[src/rtl/wb_stage_pipelined_if.sv]
// Writeback-stage bus: MEM-side instruction/handshake inputs plus the
// register-file write, forwarding and retire-count outputs.
interface wb_stage_pipelined_if #(
  parameter int DATA_WIDTH     = 32,
  parameter int REG_ADDR_WIDTH = 5,
  parameter int CNT_WIDTH      = 32
);
  logic                      InValid;
  logic                      InReady;
  logic                      Flush;
  logic [DATA_WIDTH-1:0]     ALUOut;
  logic [DATA_WIDTH-1:0]     LinkAddr;
  logic [1:0]                ResultSel;
  logic [2:0]                LoadType;
  logic [1:0]                ByteOffset;
  logic                      RegWriteIn;
  logic [REG_ADDR_WIDTH-1:0] WriteRegAddrIn;
  logic [DATA_WIDTH-1:0]     DataOut;
  logic                      DataValid;
  logic                      RegWriteOut;
  logic [REG_ADDR_WIDTH-1:0] WriteRegAddrOut;
  logic [DATA_WIDTH-1:0]     WriteRegData;
  logic                      FwdValid;
  logic [REG_ADDR_WIDTH-1:0] FwdAddr;
  logic [DATA_WIDTH-1:0]     FwdData;
  logic [CNT_WIDTH-1:0]      RetireCount;

  // MEM stage / data memory side
  modport master (
    output InValid, Flush, ALUOut, LinkAddr, ResultSel, LoadType, ByteOffset,
           RegWriteIn, WriteRegAddrIn, DataOut, DataValid,
    input  InReady, RegWriteOut, WriteRegAddrOut, WriteRegData,
           FwdValid, FwdAddr, FwdData, RetireCount
  );

  // Writeback stage side
  modport slave (
    input  InValid, Flush, ALUOut, LinkAddr, ResultSel, LoadType, ByteOffset,
           RegWriteIn, WriteRegAddrIn, DataOut, DataValid,
    output InReady, RegWriteOut, WriteRegAddrOut, WriteRegData,
           FwdValid, FwdAddr, FwdData, RetireCount
  );
endinterface

[src/rtl/wb_stage_pipelined.sv]
// Registered MIPS writeback stage: selects ALU / load / link result,
// extracts sub-word loads, waits for slow load data, issues a one-cycle
// register-file write with a matching forwarding bus, counts retirements.
module wb_stage_pipelined #(
  parameter int DATA_WIDTH     = 32,
  parameter int REG_ADDR_WIDTH = 5,
  parameter int CNT_WIDTH      = 32,
  parameter int BIG_ENDIAN     = 0
) (
  input logic              Clk,
  input logic              Reset,
  wb_stage_pipelined_if.slave bus
);

  typedef enum logic {IDLE, WAIT_MEM} stateT;

  localparam logic [1:0] SEL_MEM  = 2'b01;
  localparam logic [1:0] SEL_LINK = 2'b10;

  localparam logic [2:0] LD_LH  = 3'b001;
  localparam logic [2:0] LD_LHU = 3'b010;
  localparam logic [2:0] LD_LB  = 3'b011;
  localparam logic [2:0] LD_LBU = 3'b100;

  localparam logic [CNT_WIDTH-1:0] CNT_ONE = {{(CNT_WIDTH-1){1'b0}}, 1'b1};

  stateT state, stateNext;

  logic [2:0]                capLoadType;
  logic [1:0]                capByteOffset;
  logic                      capRegWrite;
  logic [REG_ADDR_WIDTH-1:0] capAddr;

  logic                      regWriteQ;
  logic [REG_ADDR_WIDTH-1:0] addrQ;
  logic [DATA_WIDTH-1:0]     dataQ;
  logic [CNT_WIDTH-1:0]      retireQ;

  logic                      accept;
  logic                      capture;
  logic                      complete;
  logic                      doneRegWrite;
  logic [REG_ADDR_WIDTH-1:0] doneAddr;
  logic [DATA_WIDTH-1:0]     doneData;

  // Sub-word load extraction from the low 32 bits of the memory word.
  function automatic logic [DATA_WIDTH-1:0] extendLoad(
    input logic [DATA_WIDTH-1:0] raw,
    input logic [2:0]            loadType,
    input logic [1:0]            byteOffset
  );
    logic [31:0] word;
    logic [1:0]  byteIdx;
    logic        halfIdx;
    logic [7:0]  byteVal;
    logic [15:0] halfVal;
    word    = raw[31:0];
    byteIdx = (BIG_ENDIAN != 0) ? ~byteOffset : byteOffset;
    halfIdx = (BIG_ENDIAN != 0) ? ~byteOffset[1] : byteOffset[1];
    case (byteIdx)
      2'd0:    byteVal = word[7:0];
      2'd1:    byteVal = word[15:8];
      2'd2:    byteVal = word[23:16];
      default: byteVal = word[31:24];
    endcase
    halfVal = halfIdx ? word[31:16] : word[15:0];
    case (loadType)
      LD_LH:   extendLoad = {{(DATA_WIDTH-16){halfVal[15]}}, halfVal};
      LD_LHU:  extendLoad = {{(DATA_WIDTH-16){1'b0}}, halfVal};
      LD_LB:   extendLoad = {{(DATA_WIDTH-8){byteVal[7]}}, byteVal};
      LD_LBU:  extendLoad = {{(DATA_WIDTH-8){1'b0}}, byteVal};
      default: extendLoad = raw;
    endcase
  endfunction

  assign bus.InReady = (state == IDLE);
  assign accept      = bus.InValid && bus.InReady && !bus.Flush;

  // State register; reset aborts any pending load.
  always_ff @(posedge Clk) begin
    // NOTE: sequential state uses non-blocking assignments so every register
    // samples pre-edge values regardless of block ordering.
    if (Reset) state <= IDLE;
    else       state <= stateNext;
  end

  // Next-state logic and selection of the result that completes this cycle.
  always_comb begin
    // NOTE: every output gets a default first so no path infers a latch.
    stateNext    = state;
    capture      = 1'b0;
    complete     = 1'b0;
    doneRegWrite = bus.RegWriteIn;
    doneAddr     = bus.WriteRegAddrIn;
    doneData     = bus.ALUOut;
    case (state)
      IDLE: begin
        if (accept) begin
          if (bus.ResultSel == SEL_MEM && !bus.DataValid) begin
            capture   = 1'b1;
            stateNext = WAIT_MEM;
          end else begin
            complete = 1'b1;
            case (bus.ResultSel)
              SEL_MEM:  doneData = extendLoad(bus.DataOut, bus.LoadType, bus.ByteOffset);
              SEL_LINK: doneData = bus.LinkAddr;
              default:  doneData = bus.ALUOut;
            endcase
          end
        end
      end
      WAIT_MEM: begin
        doneRegWrite = capRegWrite;
        doneAddr     = capAddr;
        doneData     = extendLoad(bus.DataOut, capLoadType, capByteOffset);
        if (bus.Flush) begin
          stateNext = IDLE;
        end else if (bus.DataValid) begin
          complete  = 1'b1;
          stateNext = IDLE;
        end
      end
      default: stateNext = IDLE;
    endcase
  end

  // Hold the load's decode fields while waiting on memory.
  always_ff @(posedge Clk) begin
    // NOTE: these capture registers have no reset; they are only read in
    // WAIT_MEM, which is entered only on the cycle they are written.
    if (capture) begin
      capLoadType   <= bus.LoadType;
      capByteOffset <= bus.ByteOffset;
      capRegWrite   <= bus.RegWriteIn;
      capAddr       <= bus.WriteRegAddrIn;
    end
  end

  // Register the completed result, pulse the write, count retirements.
  always_ff @(posedge Clk) begin
    if (Reset) begin
      regWriteQ <= 1'b0;
      addrQ     <= '0;
      dataQ     <= '0;
      retireQ   <= '0;
    end else if (complete) begin
      regWriteQ <= doneRegWrite && (doneAddr != '0);
      addrQ     <= doneAddr;
      dataQ     <= doneData;
      retireQ   <= retireQ + CNT_ONE;
    end else begin
      regWriteQ <= 1'b0;
    end
  end

  assign bus.RegWriteOut     = regWriteQ;
  assign bus.WriteRegAddrOut = addrQ;
  assign bus.WriteRegData    = dataQ;
  assign bus.FwdValid        = regWriteQ;
  assign bus.FwdAddr         = addrQ;
  assign bus.FwdData         = dataQ;
  assign bus.RetireCount     = retireQ;

endmodule

[src/flat_wrapper.sv]
// flat-port wrapper written by rule: the top's interface ports become plain ports
module wb_stage_pipelined_flat 
#(
  parameter int DATA_WIDTH     = 32,
  parameter int REG_ADDR_WIDTH = 5,
  parameter int CNT_WIDTH      = 32,
  parameter int BIG_ENDIAN     = 0
)
  (Clk, Reset, bus_InValid, bus_Flush, bus_ALUOut, bus_LinkAddr, bus_ResultSel, bus_LoadType, bus_ByteOffset, bus_RegWriteIn, bus_WriteRegAddrIn, bus_DataOut, bus_DataValid, bus_InReady, bus_RegWriteOut, bus_WriteRegAddrOut, bus_WriteRegData, bus_FwdValid, bus_FwdAddr, bus_FwdData, bus_RetireCount);
  wb_stage_pipelined_if #(.DATA_WIDTH(DATA_WIDTH), .REG_ADDR_WIDTH(REG_ADDR_WIDTH), .CNT_WIDTH(CNT_WIDTH)) bus_i ();
  input logic Clk;
  input logic Reset;
  input wire logic [$bits(bus_i.InValid)-1:0] bus_InValid;
  input wire logic [$bits(bus_i.Flush)-1:0] bus_Flush;
  input wire logic [$bits(bus_i.ALUOut)-1:0] bus_ALUOut;
  input wire logic [$bits(bus_i.LinkAddr)-1:0] bus_LinkAddr;
  input wire logic [$bits(bus_i.ResultSel)-1:0] bus_ResultSel;
  input wire logic [$bits(bus_i.LoadType)-1:0] bus_LoadType;
  input wire logic [$bits(bus_i.ByteOffset)-1:0] bus_ByteOffset;
  input wire logic [$bits(bus_i.RegWriteIn)-1:0] bus_RegWriteIn;
  input wire logic [$bits(bus_i.WriteRegAddrIn)-1:0] bus_WriteRegAddrIn;
  input wire logic [$bits(bus_i.DataOut)-1:0] bus_DataOut;
  input wire logic [$bits(bus_i.DataValid)-1:0] bus_DataValid;
  output wire logic [$bits(bus_i.InReady)-1:0] bus_InReady;
  output wire logic [$bits(bus_i.RegWriteOut)-1:0] bus_RegWriteOut;
  output wire logic [$bits(bus_i.WriteRegAddrOut)-1:0] bus_WriteRegAddrOut;
  output wire logic [$bits(bus_i.WriteRegData)-1:0] bus_WriteRegData;
  output wire logic [$bits(bus_i.FwdValid)-1:0] bus_FwdValid;
  output wire logic [$bits(bus_i.FwdAddr)-1:0] bus_FwdAddr;
  output wire logic [$bits(bus_i.FwdData)-1:0] bus_FwdData;
  output wire logic [$bits(bus_i.RetireCount)-1:0] bus_RetireCount;
  assign bus_i.InValid = bus_InValid;
  assign bus_i.Flush = bus_Flush;
  assign bus_i.ALUOut = bus_ALUOut;
  assign bus_i.LinkAddr = bus_LinkAddr;
  assign bus_i.ResultSel = bus_ResultSel;
  assign bus_i.LoadType = bus_LoadType;
  assign bus_i.ByteOffset = bus_ByteOffset;
  assign bus_i.RegWriteIn = bus_RegWriteIn;
  assign bus_i.WriteRegAddrIn = bus_WriteRegAddrIn;
  assign bus_i.DataOut = bus_DataOut;
  assign bus_i.DataValid = bus_DataValid;
  assign bus_InReady = bus_i.InReady;
  assign bus_RegWriteOut = bus_i.RegWriteOut;
  assign bus_WriteRegAddrOut = bus_i.WriteRegAddrOut;
  assign bus_WriteRegData = bus_i.WriteRegData;
  assign bus_FwdValid = bus_i.FwdValid;
  assign bus_FwdAddr = bus_i.FwdAddr;
  assign bus_FwdData = bus_i.FwdData;
  assign bus_RetireCount = bus_i.RetireCount;
  wb_stage_pipelined #(.DATA_WIDTH(DATA_WIDTH), .REG_ADDR_WIDTH(REG_ADDR_WIDTH), .CNT_WIDTH(CNT_WIDTH), .BIG_ENDIAN(BIG_ENDIAN)) u_core (.Clk(Clk), .Reset(Reset), .bus(bus_i));
endmodule
[config.mk]
export PLATFORM = sky130hd
export DESIGN_NAME = wb_stage_pipelined_flat
export DESIGN_NICKNAME = d
export VERILOG_FILES = /design/src/rtl/wb_stage_pipelined_if.sv /design/src/rtl/wb_stage_pipelined.sv /design/src/flat_wrapper.sv
export SDC_FILE = /design/constraint.sdc
export NUM_CORES = 1
export LEC_CHECK = 0
export CORE_ASPECT_RATIO = 1.5
export CORE_MARGIN = 4
export CORE_UTILIZATION = 49
export DETAILED_ROUTE_END_ITERATION = 10
export GPL_ROUTABILITY_DRIVEN = 0
export PLACE_DENSITY_LB_ADDON = 0.08
export SETUP_SLACK_MARGIN = 0.2
export SYNTH_ARGS = -nofsm -noshare
export SYNTH_HDL_FRONTEND = slang
export SYNTH_SLANG_ARGS = --single-unit
[constraint.sdc]
create_clock -name Clk -period 7.1 [get_ports Clk]
set_clock_uncertainty 0.15 [all_clocks]
set_input_delay 1.065 -clock Clk [delete_from_list [all_inputs] [get_ports Clk]]
set_output_delay 1.065 -clock Clk [all_outputs]
set_load 0.01 [all_outputs]
==> key figures, run 1 <==
Die
  • Total core area: roughly 0.012 mm2
  • DIE AREA: 0.0144 mm2
  • Row count: 49
  • Ports: 223
  • Die H: between 100 and 150 um
  • Die X: 99.3 um
  • Initial core utilization: 0.505

Timing
  • Slew HR: 0.0549
  • Setup WS post-layout: 2.85 ns
  • Setup TNS: 0 ns
  • Worst slew pin tran: ~1.4 ns
  • Max-slew violation count: 0
  • RSZ-0062 raised after global routing: false
  • Min Tclk post-route: 4.25 ns
  • Fmax achieved: around 240 MHz
  • Final-report setup violation count: 0
  • Fin. Hold Viols: 0
  • Period Utilization, post-route: 0.598

Worst setup path
  • Worst Path Required: 7.19 ns
  • CP Capture Type: flip-flop
  • Startpoint types: input port
  • Crit path DAT: 4.34 ns
  • Crit path max fanout: 24
  • Kind of critical path: input port to flip-flop

Layout
  • Non-Filler Instances: between 1000 and 1500
  • Fillers: just over 1000
  • Antenna Cells: 0
  • Finished Core Util: 0.690
  • Share of cells above drive strength 1: 0.0621
  • Layout area overhead: 36.8%
  • Nets: roughly 1000

Routing
  • First-pass iteration count of the detailed router: 5
  • Avg WL per Cell: 20.4 um
  • Via count: just under 7000
  • Detailed-route wire length: 21.2 mm
  • Post-DRT Antenna Nets: 0
  • # DRC: 0
  • Initial DRC count: 390
  • Via density: 6.53

Clock tree
  • TritonCTS buffer count: 9
  • Root Buffer: clkbuf_16
  • Clock slew at reported path FFs: 0.07 ns
  • Setup Buffers After CTS: 0
  • Clock latency at the later pin of the worst-skew pair: 0.34 ns
  • H-tree depth: 3
  • Clock buffer depth: 2
  • Clock sink count: 82
  • CTS tree: built
  • Post-CTS sizing: 0
  • Post-CTS Hold Buffers: 0

GRT
  • Global Route Usage Sum: 0.279
  • Vias in the first global route: 6775
  • First-pass GRT wire length: 33.2 mm
  • Remaining Overflow, GRT: 0
  • Antenna violations before repair: 0
  • Largest net degree at the start of global routing: 53

Logic synthesis
  • Register area share after synthesis: 0.286
  • Netlist cell types: 72
  • Ys async rst share: 0
  • Cells after Synth: 737
  • Syn nets: 854
  • Synth warnings: 0
  • Syn avg cell area: a little over 8 um2
  • Flop and latch count out of synthesis: 82
  • Post-synth EDFFs: 11
  • Mapped cell area: 0.00613 mm2
  • Most used DFF post-synth: dfxtp_1

Placement
  • Hpwl dp: 15.8 mm
  • Pre-CTS WS: 2.54 ns
  • Placed insts: 1022
  • PortBufs: 222

Pwr
  • Worst vdd ir: 0.0936 mV
  • Power consumption: roughly 1.3 mW
  • Power Dens Cells: 155 mW/mm2
  • Lkg Pwr: 2.81 nW

Hold path
  • Hold crit path type: flip-flop to flip-flop

Run
  • Maxcap violations: 0

Status
  • Status: finished clean
cells in the mapped netlist (all sizes together) (17+ instances only):
| library cell | number | area share |
|---|---|---|
| buf | 61 | 0.067 |
| nor2 | 55 | 0.034 |
| dfxtp | 71 | 0.23 |
| and3 | 27 | 0.028 |
| a221oi | 35 | 0.050 |
| a21oi | 35 | 0.029 |
| o21ai | 41 | 0.034 |
| nand2 | 54 | 0.033 |
| nand3 | 18 | 0.016 |
| clkbuf | 36 | 0.022 |
| a211oi | 29 | 0.036 |
| xnor2 | 17 | 0.024 |
area by class of cell:
cell class / instances / area (um2) / area share
flip-flops and latches: 82 / 1750 / 0.209
multi-input cells: 545 / 3790 / 0.453
repair buffers: 229 / 2270 / 0.271
clock buffers: 12 / 268 / 0.0320
clock inverters: 4 / 55.1 / 0.00657
well taps: 153 / 191 / 0.0228
inverters: 13 / 48.8 / 0.00582
placed cells by master, fill, tap and decap left out, types with 6 or more instances in the layout:
master and instances:
edfxtp_1 11, o31ai_1 6, nand2_1 54, inv_1 12, mux4_2 10, clkbuf_16 10
a211oi_1 28, nor2_1 54, o211ai_1 6, buf_4 7, or3_1 13, a211o_1 8
a21boi_0 15, a221oi_1 35, and3_1 27, clkdlybuf4s50_1 221, nand3_1 17, xnor2_1 17
nor2b_1 12, nand2b_1 9, nor3_1 12, o21ai_0 37, a21oi_1 34, dfxtp_1 71
o221ai_1 12, a22oi_1 10, o311ai_1 14, or4_1 9, nor4_1 9, mux2i_1 15
worst max-delay path, cell delays in order:
cell and delay (ns):
clkdlybuf4s50_1 0.48, inv_1 0.06, ha_1 0.48, o21ba_1 0.32
or3_1 0.77, nor4_4 0.77, o21ai_0 0.24, o311ai_1 0.15
kinds of logic after synthesis:
kind of cell               after synthesis  share of synthesized area
buffers and inverters                  110                     0.0968
and+or+nand+nor                        249                      0.223
AOI/OAI and AO/OA                      240                      0.286
muxes                                   27                     0.0649
adders and majority gates                7                     0.0127
xor gates and xnor gates                22                     0.0314
DFF                                     82                      0.286
report_power, final:
part           internal, mW  switching, mW  total [mW]
Clock                 0.307          0.205       0.511
Combinational         0.153          0.136       0.289
Sequential            0.484         0.0150       0.499
Total                 0.944          0.356        1.30
per-stage QoR:
stage	hold slack, ns	cell area, um2
floorplan	0.338	6130
global placement	0.314	8060
detailed placement	0.325	8060
CTS	0.335	8380
global route	0.352	8380
finish	0.330	8380
layer usage:
layer  wire, um  GRT usage
met1       7590      0.304
met2      11100      0.500
met3       1700     0.0495
met4        870      0.159
met5          0          0
state kept, by name (all words and copies together) (netlist names):
signal                  cells
u_core.capRegWrite          1
u_core.bus.FwdData         32
u_core.bus.RetireCount     32
u_core.capAddr              5
u_core.state                1
u_core.capLoadType          3
u_core.bus.FwdAddr          5
u_core.bus.FwdValid         1
u_core.capByteOffset        2
final timing paths:
kind              slack, ns                   start  cells after the start                endpoint
setup / recovery       2.85        bus_ResultSel[1]                      8  u_core.bus.FwdData[17]
hold / removal         0.33  u_core.bus.FwdData[31]                      2  u_core.bus.FwdData[31]
setup reg to reg       3.88            u_core.state                      5  u_core.bus.FwdData[16]
hold reg to reg        0.33  u_core.bus.FwdData[31]                      2  u_core.bus.FwdData[31]
(Power assumes the default switching activity.)
==> inputs of run 2 (changes only) <==
CORE_UTILIZATION = 46   (was 49)
clock period = 4.19 ns   (was 7.1 ns; I/O delays follow)
==> run 2 against run 1 <==
Compared with the run above: via count increased by 0.32%; register-to-register slack got worse by 2.6 ns; routed wire length increased by 3.7%; power increased by 67%; die area increased by 6.1%; non-clock buffer count increased by 12; clock-buffer cell count increased by 1; sequential share of layout area decreased by 0.22 points; largest power group is now sequential cells; highest routed layer unchanged.
==> key figures, run 2 (same netlist as run 1, synthesis figures left out) <==
Die
  • Ports: 223 (unchanged)
  • Die H: 149 um (+3.0%)
  • DIE AREA: 0.0153 mm2 (+6.1%)
  • Die X: 102 um (+3.0%)
  • Initial core utilization: 0.471 (-0.0341)
  • Row count: 51 (+4.1%)
  • Total core area: 0.0130 mm2 (+7.2%)

Run
  • Maxcap violations: 0 (unchanged)

Worst setup path
  • R2R Path Start: u_core.state
  • CP peak stage delay: 0.68 ns (-0.09 ns)
  • Startpoint types: input port
  • Critical path startpoint: bus_ResultSel[0]
  • CP cell instances: clkdlybuf4s50_1 > inv_1 > ha_1 > nor4b_4 > and2_1 > nand3b_1 > o221ai_1 > a22oi_1
  • R2R setup slack: 1.25 ns (-2.63 ns)
  • R2R Path End: u_core.bus.FwdData[17]
  • Worst Path Required: 4.24 ns (-2.95 ns)
  • CP Capture Type: flip-flop
  • Path depth of the worst reg2reg path: 5 (unchanged)
  • Crit path max fanout: 21 (-13%)
  • Kind of critical path: input port to flip-flop
  • Crit path DAT: 3.25 ns (-1.09 ns)
  • Slowest CP cell: and2_1
  • Critical Path End: u_core.bus.FwdData[14]

Routing
  • Via count: 6803 (+0.32%)
  • # DRC: 0 (unchanged)
  • Avg WL per Cell: 20.8 um (+1.9%)
  • Initial DRC count: 528 (+35%)
  • Post-DRT Antenna Nets: 0 (unchanged)
  • Via density: 6.44 (-1.4%)
  • Detailed-route wire length: 22.0 mm (+3.7%)
  • First-pass iteration count of the detailed router: 7 (+2)

Timing
  • Fin. Hold Viols: 0 (unchanged)
  • Max-slew violation count: 0 (unchanged)
  • Min Tclk post-route: 3.20 ns
  • Setup WS post-layout: 0.986 ns (-1.87 ns)
  • Final-report setup violation count: 0 (unchanged)
  • Setup TNS: 0 ns (unchanged)
  • RSZ-0062 raised after global routing: false
  • Slew HR: 0.254 (+0.199)
  • Fmax achieved: 312 MHz
  • Worst slew pin tran: 1.12 ns (-0.290 ns)
  • Period Utilization, post-route: 0.765

Placement
  • PortBufs: 222 (unchanged)
  • Placed instance area: 0.00816 mm2 (+1.3%)
  • Hpwl dp: 16.8 mm (+6.2%)
  • Pre-CTS WS: 0.716 ns (-1.82 ns)

Clock tree
  • TritonCTS buffer count: 9 (unchanged)
  • CTS tree: built
  • Clock sink count: 82 (unchanged)
  • Post-CTS Hold Buffers: 0 (unchanged)
  • Clock buffer depth: 2 (unchanged)
  • Clock latency at the later pin of the worst-skew pair: 0.33 ns (about the same)
  • Setup Buffers After CTS: 0 (unchanged)
  • Post-CTS sizing: 0 (unchanged)
  • Clock slew at reported path FFs: 0.06 ns (about the same)
  • H-tree depth: 3 (unchanged)
  • Root Buffer: clkbuf_16

Layout
  • Fillers: 1128 (+11%)
  • Most frequent cells in the layout: clkdlybuf4s50_1 (221), dfxtp_1 (71), nand2_1 (54), nor2_1 (54), o21ai_0 (37)
  • Finished Core Util: 0.651 (-0.0397)
  • Area of the multi-input gates: 0.00380 mm2 (+0.20%)
  • Cell area after layout: 0.00847 mm2 (+1.1%)
  • Antenna Cells: 0 (unchanged)
  • Share of cells above drive strength 1: 0.0736 (+0.0114)
  • Flip-flop and latch area: 0.00175 mm2 (unchanged)
  • Nets: 1009 (+1.2%)
  • Layout area overhead: 38.2%
  • Commonest non-fill, non-tap cell in the layout: clkdlybuf4s50_1

Pwr
  • Lkg Pwr: 2.87 nW (+2.0%)
  • Sw frac: 0.271 (-0.00294)
  • Worst vdd ir: 0.156 mV (+66%)
  • Clk pwr share: 0.380 (-0.013)
  • Power consumption: 2.17 mW (+67%)
  • Gate power share: 0.230 (+0.007)
  • P_sw: 589 uW (+65%)
  • Sequential share of power: 0.390 (+0.006)
  • P_int: 1.58 mW (+68%)
  • Power Dens Cells: 257 mW/mm2 (+65%)

Hold path
  • Hold crit path type: flip-flop to flip-flop

GRT
  • Largest net degree at the start of global routing: 52 (-1.9%)
  • Antenna violations before repair: 0 (unchanged)
  • Remaining Overflow, GRT: 0 (unchanged)
  • Vias in the first global route: 6789 (+0.21%)
  • First-pass GRT wire length: 34.2 mm (+3.0%)
  • Global Route Usage Sum: 0.279 (-0.000473)

Status
  • Status: finished clean
[run 2: cell count changes in the layout (fill, tap and decap cells not counted), sizes merged]
cell,previous run,this run
buf,8,20
clkbuf,12,13
clkinv,1,2
clkinvlp,1,0
inv,14,13
[run 2: how the worst min path moves through the flow]
stage,start,to,depth (start not counted)
floorplan,u_core.bus.FwdData[23],u_core.bus.FwdData[23],2
global placement,u_core.bus.FwdData[23],u_core.bus.FwdData[23],2
detailed placement,u_core.bus.FwdData[31],u_core.bus.FwdData[31],2
CTS,u_core.bus.FwdData[31],u_core.bus.FwdData[31],2
global route,u_core.bus.RetireCount[27],u_core.bus.RetireCount[27],2
finish,u_core.bus.FwdData[31],u_core.bus.FwdData[31],2
[run 2: per-layer routing]
metal	global-route usage	share of wire	routed length, um
met4	0.142	0.045	992
met5	0	0	0
met2	0.497	0.52	11400
met1	0.311	0.35	7790
met3	0.0496	0.080	1760
[run 2: layout make-up]
class	count	area share
multi-input cells	545	0.449
repair buffers	241	0.279
flip-flops and latches	82	0.207
clock buffers	13	0.0307
well taps	159	0.0235
inverters	13	0.00576
clock inverters	3	0.00561
[run 2: worst max-delay path: cells and delay by family]
| kind | cells | cell delay (ns) |
|---|---|---|
| AOI/OAI and AO/OA | 2 | 0.46 |
| adders and majority gates | 1 | 0.32 |
| buffers and inverters | 2 | 0.54 |
| and+or+nand+nor | 3 | 1.31 |
[run 2: stage by stage]
stage / hold WS (ns) / cells
after floorplan: 0.338 / 737
after detailed placement: 0.319 / 1040
after global placement: 0.312 / 1040
after global routing: 0.380 / 1056
after CTS: 0.339 / 1056
final: 0.338 / 1056
[run 2: power by group through the flow]
| stage | Clock, mW | Sequential [mW] | Combinational, mW |
|---|---|---|---|
| after floorplan | 0 | 0.867 | 0.234 |
| after global placement | 0 | 0.863 | 0.485 |
| after detailed placement | 0 | 0.864 | 0.495 |
| after CTS | 0.829 | 0.847 | 0.497 |
| after global routing | 0.866 | 0.851 | 0.531 |
| final | 0.825 | 0.847 | 0.501 |
==> inputs of run 3 (changes only) <==
clock period = 3.13 ns   (was 4.19 ns; I/O delays follow)
==> run 3 against run 2 <==
Compared with the run above: setup slack worse by 0.61 ns; worst hold slack worse by 0.011 ns; first-iteration DRC count rose by 11%; routed wire length is 1.2% lower; cell area up 2.4%; sequential share of layout area decreased by 0.49 points; die area unchanged; critical path type is now flip-flop to output port; largest cell class unchanged; largest power group unchanged.
==> key figures, run 3 (same netlist as run 1, synthesis figures left out) <==
GRT
  • Global Route Usage Sum: 0.276 (-0.00298)
  • Met3 GRT Util: 0.0449 (-0.00468)
  • Grt peak-use layer: met2
  • Largest net degree at the start of global routing: 43 (-17%)
  • First-pass GRT wire length: 33.6 mm (-1.7%)
  • Met2 Use GR: 0.494 (-0.00326)
  • Vias in the first global route: 6673 (-1.7%)
  • GR Util met1: 0.302 (-0.00876)
  • Antenna violations before repair: 0 (unchanged)
  • Remaining Overflow, GRT: 0 (unchanged)

Worst setup path
  • Crit path max fanout: 13 (-38%)
  • Kind of critical path: flip-flop to output port
  • Crit path DAT: 2.13 ns (-1.12 ns)
  • Worst Path Required: 2.51 ns (-1.73 ns)
  • CP Capture Type: output port
  • Startpoint types: flip-flop
  • R2R setup slack: 0.57 ns (-0.68 ns)

Routing
  • Via count: 6809 (+0.088%)
  • # DRC: 0 (unchanged)
  • Avg WL per Cell: 20.1 um (-3.5%)
  • Detailed-route wire length: 21.7 mm (-1.2%)
  • Post-DRT Antenna Nets: 0 (unchanged)
  • First-pass iteration count of the detailed router: 5 (-2)
  • Via density: 6.30 (-2.2%)
  • Initial DRC count: 585 (+11%)

Layout
  • Nets: 1034 (+2.5%)
  • Fillers: 1114 (-1.2%)
  • Share of cells above drive strength 1: 0.0998 (+0.0262)
  • Finished Core Util: 0.666 (+0.0159)
  • Cell area after layout: 0.00868 mm2 (+2.4%)
  • Layout area overhead: 41.6%
  • Antenna Cells: 0 (unchanged)
  • Commonest non-fill, non-tap cell in the layout: clkdlybuf4s50_1
  • Most frequent cells in the layout: clkdlybuf4s50_1 (221), dfxtp_1 (71), nand2_1 (54), nor2_1 (54), buf_4 (42)

Timing
  • Fmax achieved: 363 MHz
  • Slew HR: 0.593 (+0.340)
  • Period Utilization, post-route: 0.879
  • RSZ-0062 raised after global routing: false
  • Fin. Hold Viols: 0 (unchanged)
  • Max-slew violation count: 0 (unchanged)
  • Worst slew pin tran: 0.609 ns (-0.507 ns)
  • Setup TNS: 0 ns (unchanged)
  • Min Tclk post-route: ~2.8 ns
  • Final-report setup violation count: 0 (unchanged)

Placement
  • PortBufs: 222 (unchanged)
  • Placed instance area: 0.00837 mm2 (+2.6%)
  • Hpwl dp: 17.0 mm (+1.6%)

Pwr
  • Worst vdd ir: 0.206 mV (+32%)
  • Power Dens Cells: 335 mW/mm2 (+31%)
  • Lkg Pwr: 2.99 nW (+4.4%)

Die
  • Die X: 102 um (unchanged)
  • DIE AREA: 0.0153 mm2 (unchanged)
  • Die H: 149 um (unchanged)
  • Ports: 223 (unchanged)
  • Initial core utilization: 0.471 (unchanged)
  • Total core area: 0.0130 mm2 (unchanged)
  • Row count: 51 (unchanged)

Hold path
  • Hold crit path type: flip-flop to flip-flop

Clock tree
  • Clock latency at the later pin of the worst-skew pair: 0.34 ns (about the same)
  • Root Buffer: clkbuf_16
  • Setup Buffers After CTS: 0 (unchanged)
  • Clock slew at reported path FFs: 0.07 ns (about the same)
  • TritonCTS buffer count: 9 (unchanged)
  • H-tree depth: 3 (unchanged)
  • Post-CTS Hold Buffers: 0 (unchanged)
  • Post-CTS sizing: 0 (unchanged)
  • Clock buffer depth: 2 (unchanged)
  • CTS tree: built
  • Clock sink count: 82 (unchanged)

Status
  • Status: finished clean

Run
  • Maxcap violations: 0 (unchanged)
## run 3: changes by cell type in the layout (fill, tap and decap cells not counted)
cell        delta
buf_12         +2
buf_4         +23
clkbuf_1       -2
clkbuf_8       -2
clkinv_1       +1
clkinv_4       +1
clkinvlp_4     +1
inv_6          +1
## run 3: worst paths after layout
path | start | end | cells after the start
worst min register to register | u_core.bus.FwdData[31] | u_core.bus.FwdData[31] | 2
worst max register to register | u_core.state | u_core.bus.RetireCount[26] | 5
worst min-delay path | u_core.bus.FwdData[31] | u_core.bus.FwdData[31] | 2
worst max-delay path | u_core.state | bus_InReady | 2
## run 3: routing by layer
| layer | wire length [um] | vias to the layer above |
|---|---|---|
| met4 | 1200 | 0 |
| met2 | 11200 | 379 |
| met5 | 0 | - |
| li1 | - | 3154 |
| met1 | 7720 | 3179 |
| met3 | 1630 | 97 |
## run 3: per-stage QoR
| step | std cells | worst slack [ns] | power (mW) | hold slack (ns) |
|---|---|---|---|---|
| after floorplan | 737 | 0.557 | 1.47 | 0.338 |
| after global placement | 1065 | 0.189 | 1.82 | 0.312 |
| after detailed placement | 1065 | 0.117 | 1.84 | 0.317 |
| after CTS | 1081 | 0.387 | 2.91 | 0.328 |
| after global routing | 1081 | 0.314 | 3.01 | 0.356 |
| final | 1081 | 0.379 | 2.91 | 0.327 |
## run 3: area by class of cell
type | instances | area, um2 | share of cell area
inverters | 13 | 48.8 | 0.00562
multi-input cells | 545 | 3800 | 0.438
well taps | 159 | 199 | 0.0229
repair buffers | 266 | 2570 | 0.297
clock buffers | 9 | 225 | 0.0260
clock inverters | 7 | 76.3 | 0.00880
flip-flops and latches | 82 | 1750 | 0.202
## run 3: critical path: stages, from the launching register on
cell             delay [ns]
dfxtp_1                0.71
clkinv_1               0.47
clkdlybuf4s50_1        0.60
## run 3: where the power goes
group	internal [mW]	switching, mW
Clock	0.624	0.459
Sequential	1.10	0.0325
Combinational	0.374	0.320
Total	2.10	0.811
